`src/rtl/legv8_fetch_unit.sv`:
```
// -----------------------------------------------------------------------------
// legv8_fetch_unit
//
// Instruction fetch stage for the LEGv8 core. It owns the program counter and
// drives the word address of Instruction_Memory_Thirty_Two_Bit. That memory
// registers its read, so the word for an address driven in cycle N appears on
// imem_data in cycle N+1. This unit tracks which address that returning word
// belongs to and whether it is still wanted. It then presents the word to
// decode as a (valid, pc, instr) triple.
//
// Ports
//   clk          : sole clock, rising edge
//   reset        : asynchronous, active-high reset
//   stall        : decode cannot accept the presented instruction this cycle
//   redirect     : taken branch/jump; next fetch comes from redirect_pc
//   redirect_pc  : redirect target
//   imem_addr    : word address to the instruction memory (combinational)
//   imem_data    : registered instruction word from the memory
//   if_valid     : if_pc/if_instr hold a real, non-squashed instruction
//   if_pc        : PC of the presented instruction
//   if_instr     : presented instruction (pass-through of imem_data)
//   fetch_count  : number of instructions accepted by decode (wraps at 16 bits)
// -----------------------------------------------------------------------------
module legv8_fetch_unit #(
    parameter int                     PC_WIDTH = 32,
    parameter logic [PC_WIDTH-1:0]    PC_STEP  = 1,
    parameter logic [PC_WIDTH-1:0]    RESET_PC = '0
) (
    input  logic                clk,
    input  logic                reset,
    input  logic                stall,
    input  logic                redirect,
    input  logic [PC_WIDTH-1:0] redirect_pc,
    output logic [PC_WIDTH-1:0] imem_addr,
    input  logic [31:0]         imem_data,
    output logic                if_valid,
    output logic [PC_WIDTH-1:0] if_pc,
    output logic [31:0]         if_instr,
    output logic [15:0]         fetch_count
);

    // pc_q      : next address to fetch
    // req_pc_q  : address whose word is currently on imem_data
    // req_valid_q : that word is real and not squashed
    logic [PC_WIDTH-1:0] pc_q;
    logic [PC_WIDTH-1:0] req_pc_q;
    logic                req_valid_q;

    logic [PC_WIDTH-1:0] pc_d;
    logic [PC_WIDTH-1:0] req_pc_d;
    logic                req_valid_d;
    logic                accept;

    // A stalled cycle re-reads the word already presented so that the
    // registered memory output, and therefore if_instr, stays put. A redirect
    // wins over the stall, so the normal fetch address is driven then. The
    // word read that cycle is squashed, so it does not matter which it is.
    always_comb begin
        if (stall && !redirect) begin
            imem_addr = req_pc_q;
        end else begin
            imem_addr = pc_q;
        end
    end

    // Decode consumes the presented instruction only when it is valid and
    // neither back-pressured nor flushed.
    assign accept = req_valid_q && !stall && !redirect;

    // Next-state selection, highest priority first: redirect, stall, advance.
    always_comb begin
        pc_d        = pc_q;
        req_pc_d    = req_pc_q;
        req_valid_d = req_valid_q;
        if (redirect) begin
            // The word fetched this edge is wrong-path. Drop it and start
            // from the target. req_pc_q is don't-care while invalid.
            pc_d        = redirect_pc;
            req_valid_d = 1'b0;
        end else if (stall) begin
            pc_d        = pc_q;
            req_pc_d    = req_pc_q;
            req_valid_d = req_valid_q;
        end else begin
            // PC arithmetic is modulo 2^PC_WIDTH. The memory decodes only the
            // low address bits, so crossing its size aliases back to word 0.
            req_pc_d    = pc_q;
            req_valid_d = 1'b1;
            pc_d        = pc_q + PC_STEP;
        end
    end

    always_ff @(posedge clk or posedge reset) begin
        if (reset) begin
            pc_q        <= RESET_PC;
            req_pc_q    <= RESET_PC;
            req_valid_q <= 1'b0;
        end else begin
            pc_q        <= pc_d;
            req_pc_q    <= req_pc_d;
            req_valid_q <= req_valid_d;
        end
    end

    always_ff @(posedge clk or posedge reset) begin
        if (reset) begin
            fetch_count <= '0;
        end else if (accept) begin
            fetch_count <= fetch_count + 16'd1;
        end
    end

    // The memory output is registered already, so it is passed through.
    // if_valid marks whether the word is usable.
    assign if_instr = imem_data;
    assign if_pc    = req_pc_q;
    assign if_valid = req_valid_q;

endmodule

```
`config.mk`:
```
export PLATFORM = sky130hd
export DESIGN_NAME = legv8_fetch_unit
export DESIGN_NICKNAME = d
export VERILOG_FILES = /design/src/rtl/legv8_fetch_unit.sv
export SDC_FILE = /design/constraint.sdc
export NUM_CORES = 1
export LEC_CHECK = 0
export ABC_AREA = 0
export CORE_MARGIN = 4
export CORE_UTILIZATION = 38
export CTS_CLUSTER_SIZE = 30
export DETAILED_ROUTE_END_ITERATION = 10
export HOLD_SLACK_MARGIN = 0.15
export PLACE_DENSITY = 0.77
export SYNTH_ARGS = -nofsm -noshare
export SYNTH_HDL_FRONTEND = slang
export SYNTH_SLANG_ARGS = --single-unit
```
`constraint.sdc`:
```
create_clock -name clk -period 7.85 [get_ports clk]
set_clock_uncertainty 0.2 [all_clocks]
set_input_delay 2.355 -clock clk [delete_from_list [all_inputs] [get_ports clk]]
set_output_delay 2.355 -clock clk [all_outputs]
set_load 0.03 [all_outputs]
```
==> impl_summary.log <==
[metrics] RSZ-0062 raised after global routing: no
[metrics] total clock buffers created by CTS: 9
[metrics] ys async rst share: 100%
[metrics] number of nets in the final layout: 573
[metrics] worst setup path class: in2out
[metrics] share of synthesized area occupied by flip-flops and latches: 44.9%
[metrics] Cells on Worst Hold Path: 1
[metrics] Initial DRT Pass Iterations: 4
[metrics] Synth-to-Final Area Change: 28.6%
[metrics] post-CTS setup repair buffer count: 0
[metrics] maximum root-to-sink buffer count: 2
[metrics] post-detailed-route count of antenna-violating nets: 0
[metrics] aggregate global routing overflow: 0
[metrics] Core Util, Final: 50.4%
[metrics] routed length per placed instance: 17.6 um
[metrics] overall via count from detail_route: 3542
[metrics] RePlAce Congestion: 0.847
[metrics] Remaining DRCs: 0
[metrics] antenna fix cells: 0
[metrics] kind of start point of the critical path: input pin
[metrics] pin count of the biggest net entering global routing: 82
[metrics] normalized max-slew margin: 28.4%
[metrics] CTS Sinks: 81
[metrics] crit path cell chain: clkdlybuf4s50_1 -> buf_4 -> nand2_1 -> buf_4 -> mux2_2 -> clkdlybuf4s50_1
[metrics] detail-routed via count per cell: 5.44
[metrics] startpoint of the lowest-slack hold path: fetch_count[15]$_DFFE_PP0P_
[metrics] port bufs: 116
[metrics] Final Hold Viols: 0
[metrics] Post-Synthesis Cells: 429
[metrics] clock root buffer master: sky130_fd_sc_hd__clkbuf_16
[metrics] fill cell count: 1037
[metrics] via count of the first global-routing pass: 3678
[metrics] count of buffering cells on the critical path with inverters included: 4
[metrics] Yosys warning total: 0
[metrics] hold-critical path endpoint: fetch_count[15]$_DFFE_PP0P_
[metrics] Synth Register Bits: 81
[metrics] Core Area: 11500 um2
[metrics] Reg2Reg Setup Slack: 5.38 ns
[metrics] worst stage delay on the critical path: 0.60 ns
[metrics] hold crit path type: reg2reg
[metrics] Initial Utilization: 39.2%
[metrics] register cell area after layout: 2030 um2
[metrics] Max Clock Freq: 141 MHz
[metrics] Final WS setup: 0.765 ns
[metrics] Final Max Tran Viols: 0
[metrics] Total Power Consumption: 1.35 mW
[metrics] footprint of the multi-input gates: 2100 um2
[metrics] Critical Path Sink Type: output port
[metrics] Peak VDD IR: 109 uV
[metrics] Iteration-0 DRC Markers: 164
[metrics] global routing usage summed across all routing layers: 17.3%
[metrics] wire length of the first global-routing pass: 18.6 mm
[metrics] Power Dens Cells: 233 nW/um2
[metrics] endpoint of the most critical register-to-register path: pc_q[22]$_DFFE_PP0P_
[metrics] mean cell area of the mapped netlist: 10.5 um2
[metrics] count of endpoints failing setup in the final report: 0
[metrics] slowest cell on the critical path: sky130_fd_sc_hd__clkdlybuf4s50_1
[metrics] Die Y: 117 um
[metrics] H-Tree Depth: 3
[metrics] clock transition time at the flip-flop clock pins of the worst setup and hold paths: 0.06 ns
[metrics] number of distinct library cells after synthesis: 40
[metrics] leading register cell type out of synthesis: sky130_fd_sc_hd__dfrtp_1
[metrics] worst slew pin tran: 1.07 ns
[metrics] Place WS: 0.766 ns
[metrics] number of violations of the max-capacitance limit: 0
[metrics] number of gates on the worst path with buffers counted: 6
[metrics] endpoint required time on the critical path: 5.30 ns
[metrics] die area: 13700 um2
[metrics] number of cells traversed by the worst register-to-register path: 4
[metrics] leak pwr: 2.29 nW
[metrics] CP Data Arrival Time: 4.53 ns
[metrics] Die Wd: 117 um
[metrics] I/O pin total: 181
[metrics] aggregate routed wire length: 11.4 mm
[metrics] Netlist Area Pre-Place: 4520 um2
[metrics] quantity of gates resized following cts: 0
[metrics] number of flops mapped to enable cells by yosys: 0
[metrics] outcome: finished, final reports clean
[metrics] leading cell type in the layout, fill and taps excluded: sky130_fd_sc_hd__clkdlybuf4s50_1
[metrics] part of the cycle the worst path needs: 90.3%
[metrics] clock latency on the worst-skew pair: 0.34 ns
[metrics] worst-path maximum fanout: 28
[metrics] post-layout minimum cycle time: 7.09 ns
[metrics] DP HPWL: 8.06 mm
[metrics] Final TNS setup: 0 ns
[metrics] share of post-route cells with drive strength above 1: 17.7%
[metrics] Syn Nets: 499
[metrics] Top delay family on crit path: buffers and inverters
[metrics] reg2reg start: pc_q[3]$_DFFE_PP0P_
[metrics] quantity of hold-fixing buffers added after cts: 0
[metrics] FP Rows: 39
[metrics] number of antenna violations at the first check in global routing: 0
[metrics] clock tree from TritonCTS: done
[metrics] commonest cells after routing, fill and taps aside: 115 x sky130_fd_sc_hd__clkdlybuf4s50_1, 81 x sky130_fd_sc_hd__dfrtp_1, 65 x sky130_fd_sc_hd__mux2_2, 35 x sky130_fd_sc_hd__nand2_1, 23 x sky130_fd_sc_hd__nand3_1
## worst max path at each step
stage,from,to,slack [ns]
floorplan,redirect,imem_addr[10],1.69
global placement,stall,imem_addr[4],0.80
detailed placement,stall,imem_addr[24],0.77
CTS,stall,imem_addr[4],0.77
global route,stall,imem_addr[24],0.65
finish,stall,imem_addr[20],0.77
## layer usage
layer / global-route usage, % / part of all wire [%] / vias to the layer above
li1: - / - / 1672
met1: 22.6 / 44 / 1742
met2: 28.4 / 50 / 118
met3: 4.47 / 5.7 / 10
met4: 4.82 / 0.68 / 0
met5: 0 / 0 / -
## through the flow
step | cells | instance area, um2 | hold WS (ns)
after floorplan | 429 | 4520 | 0.326
after global placement | 635 | 5530 | 0.263
after detailed placement | 635 | 5530 | 0.290
after CTS | 651 | 5810 | 0.298
after global routing | 651 | 5810 | 0.325
final | 651 | 5810 | 0.299
## kinds of logic (layout without fill, tap and decap cells)
logic type / count (synthesis) / count (layout) / share of synthesized area [%]
multiplexers: 66 / 66 / 16.4
buffers and inverters: 65 / 144 / 8.72
AND/OR/NAND/NOR: 139 / 139 / 17.3
AO/OA/AOI/OAI: 49 / 49 / 6.92
flip-flops: 81 / 81 / 44.9
adder cells (fa/ha/maj): 2 / 2 / 0.554
XOR/XNOR: 27 / 27 / 5.23
## worst register-to-register path, stage by stage, from the launching register on
cell	delay, ns
sky130_fd_sc_hd__dfrtp_1	0.49
sky130_fd_sc_hd__and4b_1	0.66
sky130_fd_sc_hd__nand2_1	0.30
sky130_fd_sc_hd__or4_1	0.55
sky130_fd_sc_hd__a31oi_1	0.19
## layout make-up
type / instances / share of cell area (%)
inverters: 7 / 0.474
flip-flops and latches: 81 / 34.9
repair buffers: 121 / 20.6
well taps: 143 / 3.08
multi-input cells: 283 / 36.2
clock inverters: 5 / 0.539
clock buffers: 11 / 4.18
## flip-flops by register name, indices dropped and copies added (netlist names)
register     count
if_valid         1
pc_q            32
fetch_count     16
if_pc           32
## report_power, final
group / total (mW) / internal (mW) / leakage, nW / switching, mW
clock network: 0.386 / 0.222 / 0.135 / 0.164
logic: 0.420 / 0.195 / 1.18 / 0.224
registers: 0.545 / 0.475 / 0.983 / 0.0703
## cell usage after synthesis, types with 2 or more instances
cell type                  instances  area [um2]
sky130_fd_sc_hd__o211ai_1          5        37.5
sky130_fd_sc_hd__a311o_1           2        20.0
sky130_fd_sc_hd__dfrtp_1          81        2030
sky130_fd_sc_hd__buf_1             4        15.0
sky130_fd_sc_hd__buf_6             2        22.5
sky130_fd_sc_hd__nor2_1           16        60.1
sky130_fd_sc_hd__nand2_1          35         131
sky130_fd_sc_hd__and2_1            2        12.5
sky130_fd_sc_hd__o31ai_1           8        60.1
sky130_fd_sc_hd__and4_1           11        96.3
sky130_fd_sc_hd__nand4_1          16         100
sky130_fd_sc_hd__nor2b_1           2        12.5
sky130_fd_sc_hd__xnor2_1          13         114
sky130_fd_sc_hd__a21oi_1           2        10.0
sky130_fd_sc_hd__mux2_2           65         732
sky130_fd_sc_hd__buf_4            34         255
sky130_fd_sc_hd__nor3_1            2        10.0
sky130_fd_sc_hd__and3_1            8        50.1
sky130_fd_sc_hd__buf_2             5        25.0
sky130_fd_sc_hd__o21ai_0          17        85.1
sky130_fd_sc_hd__xor2_1           14         123
sky130_fd_sc_hd__inv_1             7        26.3
sky130_fd_sc_hd__nand3_1          23         115
sky130_fd_sc_hd__a31oi_1          12        75.1
sky130_fd_sc_hd__nand4b_1          2        17.5
sky130_fd_sc_hd__or4_1            11        82.6
sky130_fd_sc_hd__or3_1             5        31.3
sky130_fd_sc_hd__ha_1              2        25.0
sky130_fd_sc_hd__clkbuf_1         12        45.0
Power figures use the tool's default switching activity.
